===== config.mk =====
export PLATFORM = sky130hd
export DESIGN_NAME = vend_controller_flat
export DESIGN_NICKNAME = d
export VERILOG_FILES = /design/src/rtl/vend_pkg.sv /design/src/rtl/vend_if.sv /design/src/rtl/coin_qualifier.sv /design/src/rtl/vend_controller.sv /design/src/flat_wrapper.sv
export SDC_FILE = /design/constraint.sdc
export NUM_CORES = 1
export LEC_CHECK = 0
export BUFFER_PORTS_ARGS = -buffer_cell sky130_fd_sc_hd__buf_2
export CAP_MARGIN = 20
export CORE_ASPECT_RATIO = 1.5
export CORE_MARGIN = 4
export CORE_UTILIZATION = 40
export DETAILED_ROUTE_END_ITERATION = 7
export HOLD_SLACK_MARGIN = 0.03
export MAX_ROUTING_LAYER = met4
export PLACE_DENSITY = 0.66
export SYNTH_ARGS = -nofsm -noshare
export SYNTH_HDL_FRONTEND = slang
export SYNTH_SLANG_ARGS = --single-unit

===== constraint.sdc =====
create_clock -name clk -period 3.5 [get_ports clk]
set_input_delay 0.175 -clock clk [delete_from_list [all_inputs] [get_ports clk]]
set_output_delay 0.175 -clock clk [all_outputs]
set_load 0.05 [all_outputs]

===== src/rtl/vend_pkg.sv =====
// rtl/vend_pkg.sv - shared types, coin values and helpers for the vending controller
package vend_pkg;

    typedef enum logic [2:0] {
        IDLE         = 3'd0,
        COIN_WAIT    = 3'd1,
        VEND         = 3'd2,
        CHANGE_PULSE = 3'd3,
        CHANGE_GAP   = 3'd4
    } state_e;

    localparam logic [2:0] NICKEL_U  = 3'd1;
    localparam logic [2:0] DIME_U    = 3'd2;
    localparam logic [2:0] QUARTER_U = 3'd5;

    // Zero-extend narrower vectors to 8 bits before calling.
    function automatic logic is_onehot(input logic [7:0] v);
        return (v != 8'd0) && ((v & (v - 8'd1)) == 8'd0);
    endfunction

endpackage


===== src/rtl/vend_if.sv =====
// rtl/vend_if.sv - coin/button inputs and dispenser outputs of the vending controller
interface vend_if #(
    parameter int NUM_PRODUCTS = 2,
    parameter int CREDIT_W     = 5
);
    logic                    nickel;
    logic                    dime;
    logic                    quarter;
    logic [NUM_PRODUCTS-1:0] select;
    logic                    cancel;
    logic [NUM_PRODUCTS-1:0] vend;
    logic                    change;
    logic [CREDIT_W-1:0]     credit;
    logic                    busy;

    modport master (
        output nickel, dime, quarter, select, cancel,
        input  vend, change, credit, busy
    );

    modport slave (
        input  nickel, dime, quarter, select, cancel,
        output vend, change, credit, busy
    );
endinterface


===== src/rtl/coin_qualifier.sv =====
// rtl/coin_qualifier.sv - classifies the coin sensor lines into a credit value or a jam
module coin_qualifier
    import vend_pkg::*;
(
    input  logic       nickel_i,
    input  logic       dime_i,
    input  logic       quarter_i,
    input  logic       enable_i,
    output logic       coin_valid_o,
    output logic [2:0] coin_units_o,
    output logic       jam_o,
    output logic       all_clear_o
);
    logic [7:0] lines;
    logic       single;

    assign lines  = {5'b0, quarter_i, dime_i, nickel_i};
    assign single = is_onehot(lines);

    always_comb begin
        coin_units_o = 3'd0;
        case (lines[2:0])
            3'b001:  coin_units_o = NICKEL_U;
            3'b010:  coin_units_o = DIME_U;
            3'b100:  coin_units_o = QUARTER_U;
            default: coin_units_o = 3'd0;
        endcase
    end

    assign coin_valid_o = enable_i & single;
    // Several lines at once means the coin is stuck across sensors: swallow it.
    assign jam_o        = enable_i & ~single & (|lines);
    assign all_clear_o  = ~(|lines);

endmodule


===== src/rtl/vend_controller.sv =====
// rtl/vend_controller.sv - credit-counting vending FSM with vend, change and refund paths
module vend_controller
    import vend_pkg::*;
#(
    parameter int NUM_PRODUCTS = 2,
    parameter int PRICE        = 9,
    parameter int CREDIT_W     = 5
) (
    input logic   clk,
    input logic   reset,
    vend_if.slave bus
);
    localparam logic [CREDIT_W-1:0] PRICE_C = CREDIT_W'(PRICE);

    state_e                  state_q;
    logic [CREDIT_W-1:0]     credit_q;
    logic [NUM_PRODUCTS-1:0] vend_q;
    logic                    change_q;
    logic                    busy_q;

    logic       coin_enable;
    logic       coin_valid;
    logic [2:0] coin_units;
    logic       coin_jam;
    logic       coins_clear;
    logic       sel_valid;

    assign coin_enable = (state_q == IDLE) && (credit_q < PRICE_C);
    assign sel_valid   = (credit_q >= PRICE_C) && is_onehot(8'(bus.select));

    coin_qualifier u_coin_qualifier (
        .nickel_i     (bus.nickel),
        .dime_i       (bus.dime),
        .quarter_i    (bus.quarter),
        .enable_i     (coin_enable),
        .coin_valid_o (coin_valid),
        .coin_units_o (coin_units),
        .jam_o        (coin_jam),
        .all_clear_o  (coins_clear)
    );

    // Outputs are assigned for the state being entered, so they are registered
    // and line up with the state they describe.
    always_ff @(posedge clk) begin
        if (reset) begin
            state_q  <= IDLE;
            credit_q <= '0;
            vend_q   <= '0;
            change_q <= 1'b0;
            busy_q   <= 1'b0;
        end else begin
            vend_q   <= '0;
            change_q <= 1'b0;
            busy_q   <= 1'b0;
            case (state_q)
                IDLE: begin
                    if (bus.cancel && (credit_q != '0)) begin
                        state_q  <= CHANGE_PULSE;
                        change_q <= 1'b1;
                        busy_q   <= 1'b1;
                    end else if (sel_valid) begin
                        credit_q <= credit_q - PRICE_C;
                        vend_q   <= bus.select;
                        state_q  <= VEND;
                        busy_q   <= 1'b1;
                    end else if (coin_valid) begin
                        credit_q <= credit_q + CREDIT_W'(coin_units);
                        state_q  <= COIN_WAIT;
                    end else if (coin_jam) begin
                        state_q  <= COIN_WAIT;
                    end
                end
                COIN_WAIT: begin
                    if (coins_clear) begin
                        state_q <= IDLE;
                    end
                end
                VEND: begin
                    if (credit_q != '0) begin
                        state_q  <= CHANGE_PULSE;
                        change_q <= 1'b1;
                        busy_q   <= 1'b1;
                    end else begin
                        state_q  <= IDLE;
                    end
                end
                CHANGE_PULSE: begin
                    credit_q <= credit_q - 1'b1;
                    if (credit_q == CREDIT_W'(1)) begin
                        state_q <= IDLE;
                    end else begin
                        state_q <= CHANGE_GAP;
                        busy_q  <= 1'b1;
                    end
                end
                CHANGE_GAP: begin
                    state_q  <= CHANGE_PULSE;
                    change_q <= 1'b1;
                    busy_q   <= 1'b1;
                end
                default: begin
                    state_q <= IDLE;
                end
            endcase
        end
    end

    assign bus.vend   = vend_q;
    assign bus.change = change_q;
    assign bus.credit = credit_q;
    assign bus.busy   = busy_q;

endmodule


===== src/flat_wrapper.sv =====
// flat-port wrapper written by rule: the top's interface ports become plain ports
module vend_controller_flat import vend_pkg::*;
#(
    parameter int NUM_PRODUCTS = 2,
    parameter int PRICE        = 9,
    parameter int CREDIT_W     = 5
)
  (clk, reset, bus_nickel, bus_dime, bus_quarter, bus_select, bus_cancel, bus_vend, bus_change, bus_credit, bus_busy);
  vend_if #(.NUM_PRODUCTS(NUM_PRODUCTS), .CREDIT_W(CREDIT_W)) bus_i ();
  input logic clk;
  input logic reset;
  input wire logic [$bits(bus_i.nickel)-1:0] bus_nickel;
  input wire logic [$bits(bus_i.dime)-1:0] bus_dime;
  input wire logic [$bits(bus_i.quarter)-1:0] bus_quarter;
  input wire logic [$bits(bus_i.select)-1:0] bus_select;
  input wire logic [$bits(bus_i.cancel)-1:0] bus_cancel;
  output wire logic [$bits(bus_i.vend)-1:0] bus_vend;
  output wire logic [$bits(bus_i.change)-1:0] bus_change;
  output wire logic [$bits(bus_i.credit)-1:0] bus_credit;
  output wire logic [$bits(bus_i.busy)-1:0] bus_busy;
  assign bus_i.nickel = bus_nickel;
  assign bus_i.dime = bus_dime;
  assign bus_i.quarter = bus_quarter;
  assign bus_i.select = bus_select;
  assign bus_i.cancel = bus_cancel;
  assign bus_vend = bus_i.vend;
  assign bus_change = bus_i.change;
  assign bus_credit = bus_i.credit;
  assign bus_busy = bus_i.busy;
  vend_controller #(.NUM_PRODUCTS(NUM_PRODUCTS), .PRICE(PRICE), .CREDIT_W(CREDIT_W)) u_core (.clk(clk), .reset(reset), .bus(bus_i));
endmodule

Word-level counts from Yosys, hierarchy flattened
Cells that the tools add are included.
Widths: inputs -> output; s select.
{"block": "word_totals", "output_inout_bits": 9, "inputBits": 8, "reg_bits": 12}
{"block": "classes", "n_addsub": 5, "order_cmp": 2, "n_bitwise": 8, "reduce_logical": 16, "mux": 20, "n_eq_ne": 12}
{"cell": "$mux 3", "n": 6}
{"cell": "$logic_not 8->1", "n": 2}
{"cell": "$mux 5", "n": 3}
{"cell": "$pmux 3 s5", "n": 1}
{"cell": "$pmux 5 s2", "n": 1}
{"cell": "$eq 3x2->1 const B", "n": 3}
{"cell": "$pmux 3 s3", "n": 1}
{"cell": "$and 2x8->8", "n": 1}
{"cell": "$and 3x8->8", "n": 1}
{"cell": "$reduce_bool 8->1", "n": 1}
{"cell": "$eq 3x1->1 const B", "n": 2}
{"cell": "$eq 3x3->1 const B", "n": 2}
{"cell": "$add 5x3->5", "n": 1}
{"cell": "$eq 5x1->1 const B", "n": 1}
{"cell": "$ge 5x4->1 const B", "n": 1}
{"cell": "$logic_and 1x1->1", "n": 5}
{"cell": "$lt 5x4->1 const B", "n": 1}
{"cell": "$mux 1", "n": 5}
{"cell": "$ne 5x2->1 const B", "n": 1}
{"cell": "$reduce_bool 5->1", "n": 1}
{"cell": "$sub 5x1->5 const B", "n": 1}
{"cell": "$sub 5x4->5 const B", "n": 1}
{"cell": "$ne 2x2->1 const B", "n": 2}
{"cell": "$pmux 1 s4", "n": 1}
{"cell": "13 further kinds", "n": 18}

Logic depth before layout (Yosys ltp)
{"block": "logic_depth", "ltp_word": 12, "ltp_mapped": 10, "depth_no_buf": 10}

Cells and area by module
Synthesis repeated with hierarchy kept, for this count alone.
{"block": "unflattened", "hier_cells": 114, "area_unflattened_um2": 942.2}
{"mod": "vend_controller", "n_inst": 1, "cells_per_inst": 103, "seq_area_each_um2": 240.2, "area_each_um2": 863.3}
{"mod": "coin_qualifier", "n_inst": 1, "cells_per_inst": 11, "seq_area_each_um2": 0.0, "area_each_um2": 78.8}

Worst setup path after synthesis
No wires, ideal clock.
{"block": "synth_path", "kind": "register to register", "from": "reg u_core.credit_q[1], in the netlist u_core.bus.credit[1]", "to": "reg u_core.credit_q[3], in the netlist u_core.bus.credit[3]", "synth_period_minus_slack_ns": 2.579, "setup_ns": 0.070, "path_stages_with_launch": 8, "setup_slack_ns": 0.921, "t_arrival_ns": 2.508, "path_cell_list": "dfxtp_1 inv_1 ha_1 or4b_4 a2111o_1 and2_4 or4_1 a21oi_1"}
{"block": "synth_via", "elab_chain_cells": 5}
{"item": "start: declaration", "line": "vend_controller.sv:16", "rtl": "logic [CREDIT_W-1:0] credit_q;"}
{"item": "start signal: assignment", "line": "vend_controller.sv:62", "rtl": "credit_q <= credit_q - PRICE_C;"}
{"item": "start signal: assignment", "line": "vend_controller.sv:67", "rtl": "credit_q <= credit_q + CREDIT_W'(coin_units);"}
{"item": "start signal: assignment", "line": "vend_controller.sv:88", "rtl": "credit_q <= credit_q - 1'b1;"}
{"item": "$add 5x3->5, or another cell as far along", "line": "vend_controller.sv:67"}
{"item": "$mux 5, or another cell as far along", "line": "vend_controller.sv:66", "rtl": "end else if (coin_valid) begin"}
{"item": "$mux 5 / $and 1x1->1 (equally long branches)", "line": "vend_controller.sv:61, coin_qualifier.sv:30"}
{"item": "$mux 5 / $ne 3x1->1 (equally long branches)"}
{"item": "$pmux 5 s2 / $reduce_and 3->1 (equally long branches)"}
Parallel ways exist; a longest one is shown, timed or not. The select of a mux whose other input is x is not followed.
A chain may end at the register's enable or synchronous reset.

Worst setup path after layout
Same ends and word-level chain as after synthesis.

==> summary.md <==
For the leakage power figure, the log shows 0.439 nW. Timing would allow up to 403 MHz. The count of H-tree levels built during CTS was 1. Endpoint type of the worst setup path: a flip-flop. For the worst setup path, the data required time is 3.71 ns. At the pin with the least slew margin, the transition time is 0.648 ns. Wire length the detailed router placed on met1: 909 µm. The final-stage net count was 145.

The commonest non-fill, non-tap cell in the layout was sky130_fd_sc_hd__buf_2. The areal power density over the cells works out to 344 nW/µm². Leaving out fill and tap cells, the most frequent cells in the layout are sky130_fd_sc_hd__buf_2, sky130_fd_sc_hd__dfxtp_1, sky130_fd_sc_hd__a21oi_1. Clock latency on the worst-skew pair, taken at its later pin, is 0.28 ns. The total overflow left after global routing is 0. The most area-hungry cell type in the Yosys netlist was sky130_fd_sc_hd__dfxtp_1. The maximum clock skew at final layout came out at 0.00646 ns. Along the worst path, the maximum fanout reaches 6.

For the worst setup path, the data arrival time is 2.69 ns. The worst-case IR drop observed on VDD is 0.127 mV. The tools report the via count of the routed design as 957. Post-cts resize count: 0.

The highest metal layer carrying signal wires in the routed design is met4. From synthesis to final layout, the design area changed by 11.7%. Of all flip-flops after synthesis, the portion carrying an async set or reset was 0%. The post-cts hold buffer count is 0, and the number of endpoints with negative hold slack in the final report is 0. The post-detailed-placement half-perimeter wirelength came out at 1.86 mm. The top-area cell type share of the netlist area was 25.3%.

The clock transition at the registers of the reported paths was 0.08 ns. The post-synthesis sequential element count was 12; the final clock period utilization by the worst path was 70.8%. Leading register cell type out of synthesis: sky130_fd_sc_hd__dfxtp_1. The logs give 4 for the length of the first detailed-routing pass in iterations and 0 for the number of antenna violations at the first check in global routing. Number of synthesized flops with an enable pin: 0. The number of buffers added on ports is 16.

The synthesized netlist contains 44 unique library cells. Total inserted antenna cells: 0. The number of clock buffers added by TritonCTS is 3. Counting every sink on the clock net gives 12. The fraction of layout cells with a size suffix above 1 is 20.2%, and the detailed-route vias per instance is 6.30. The region available for standard cell placement spans 2260 µm². The number of nets in the synthesized netlist is 131. The via count of the first global-routing pass was 865. The routed wirelength normalized by instance count was 15.5 µm; the smallest setup slack after layout was 1.02 ns. Post-synthesis average cell area: 8.19 µm². The tools report the number of instances in the synthesized netlist as 116. The length of routed met3 wiring is 110 µm, and the buffer depth of the longest clock path is 2. The number of top-level pins was 17. The cell area that synthesis handed to floorplanning was 950 µm². The floorplan has 21 rows. The final layout contains routed wiring with a total length of 2.35 mm. The normalized max-slew margin is 56.7%, and the total number of yosys warnings is 0. The total track usage was 17.7%; the routed length on met2 was 1.28 mm. The aggregate negative setup slack was 0 ns. Sorting the synthesized cells by area gives the leading types as sky130_fd_sc_hd__dfxtp_1, sky130_fd_sc_hd__ha_1, sky130_fd_sc_hd__a21oi_1, sky130_fd_sc_hd__nor3_1, sky130_fd_sc_hd__a211oi_1.

TritonCTS built the clock tree. Setup violations remaining at the end of the flow were counted as 0. The initial utilization of the core area, before any placement, comes to 42.0%.

The max-slew violation count was 0; the global placer's final weighted congestion was 0.826. The master cell of the clock root buffer was sky130_fd_sc_hd__clkbuf_4. Classification of the worst setup path: reg2reg. For this run, the register share of the synthesized area comes to 25.3%.

In this run the remaining antenna-violating nets after routing total 0. The run gives 1.03 ns as the worst slack after detailed placement. The sort of element at the start of the critical path is a flip-flop. In the routed design, unresolved DRC markers number 0. The first routing iteration left 33 violations.

The flow ran to the end, and the final reports show no timing, DRC or antenna violations. Once the clock tree was built, the setup fixing pass inserted 0 buffers. Maximum number of pins on one net before global-route repair: 15. The horizontal die dimension was 47.8 µm; the total power consumption of the routed design was 0.365 mW.

Counting I/O delays and the setup requirement, the final critical path takes 2.48 ns. The first global-routing pass estimated 3.96 mm of wire. Path type of the worst min-delay path: in2reg.

The die span in y was 67.7 µm. Number of fillers in the final layout: 232. For the die area, the log shows 3230 µm².

Setup repair after global routing left no endpoint under its margin. The count of maximum capacitance violations came out at 0.
## cells by family (layout without fill, tap and decap cells)
kind of cell / Yosys count / in the layout / synth area share (%)
flops: 12 / 12 / 25.3
buf+inv: 12 / 25 / 5.53
fa+ha+maj: 7 / 7 / 10.0
xor+xnor: 3 / 3 / 2.77
simple gates: 41 / 41 / 25.4
compound gates: 41 / 41 / 31.0
## worst max-delay path: stages (launching register included)
cell and delay [ns]:
sky130_fd_sc_hd__dfxtp_1 0.35, sky130_fd_sc_hd__inv_1 0.15, sky130_fd_sc_hd__ha_1 0.18, sky130_fd_sc_hd__or4b_4 0.45
sky130_fd_sc_hd__a2111o_1 0.47, sky130_fd_sc_hd__and2_4 0.18, sky130_fd_sc_hd__or4_1 0.48, sky130_fd_sc_hd__a21oi_1 0.15
## per-layer routing
metal	track usage, %	vias up
li1	-	473
met2	30.8	33
met5	-	-
met4	7.07	0
met3	1.87	5
met1	19.6	446
## flip-flops by register name (all words and copies together), names as in the netlist
name               cells
u_core.bus.credit      5
u_core.state_q         3
u_core.bus.vend        2
u_core.bus.busy        1
u_core.bus.change      1
## where the power goes
part	switching (mW)	internal, mW
clock network	0.0493	0.0633
logic	0.0613	0.0399
registers	0.00958	0.142
## path summary, 6_finish.rpt
path	startpoint	cells after the start	end	slack [ns]
worst min register to register	u_core.bus.credit[1]	2	u_core.bus.credit[1]	0.55
worst max-delay path	u_core.bus.credit[1]	7	u_core.bus.credit[3]	1.02
worst max register to register	u_core.bus.credit[1]	7	u_core.bus.credit[3]	1.02
worst min-delay path	bus_select[1]	2	u_core.bus.vend[1]	0.15
## layout make-up
class                      instances  area (µm²)  share of cell area, %
clock buffer                       4        36.3                   3.42
inverter                           5        18.8                   1.77
multi-input combinational         92         657                   61.9
sequential                        12         240                   22.6
tap                               23        28.8                   2.71
timing repair buffer              16        80.1                   7.55
## stage by stage
stage,instance area [µm²],utilization (%),hold WS [ns],instances
finish,1060,47.0,0.147,152
global route,1060,47.0,0.151,152
CTS,1060,47.0,0.150,152
detailed placement,1020,45.3,0.435,148
global placement,1020,45.3,0.428,148
floorplan,950,-,0.297,116
## Yosys cell counts, types with 2 or more instances
master / number
sky130_fd_sc_hd__and2_1: 3
sky130_fd_sc_hd__clkbuf_1: 6
sky130_fd_sc_hd__or4_1: 2
sky130_fd_sc_hd__nand2_1: 3
sky130_fd_sc_hd__ha_1: 6
sky130_fd_sc_hd__o211ai_1: 2
sky130_fd_sc_hd__a31oi_1: 3
sky130_fd_sc_hd__nand3_1: 2
sky130_fd_sc_hd__a2111o_1: 2
sky130_fd_sc_hd__nor2_1: 6
sky130_fd_sc_hd__nor2b_1: 4
sky130_fd_sc_hd__xnor2_1: 2
sky130_fd_sc_hd__a21oi_1: 10
sky130_fd_sc_hd__dfxtp_1: 12
sky130_fd_sc_hd__inv_1: 5
sky130_fd_sc_hd__or3_1: 3
sky130_fd_sc_hd__a311oi_1: 2
sky130_fd_sc_hd__o31ai_1: 3
sky130_fd_sc_hd__a211oi_1: 4
sky130_fd_sc_hd__nor3_1: 8
sky130_fd_sc_hd__o21ai_0: 5
Power figures use the tool's default switching activity.
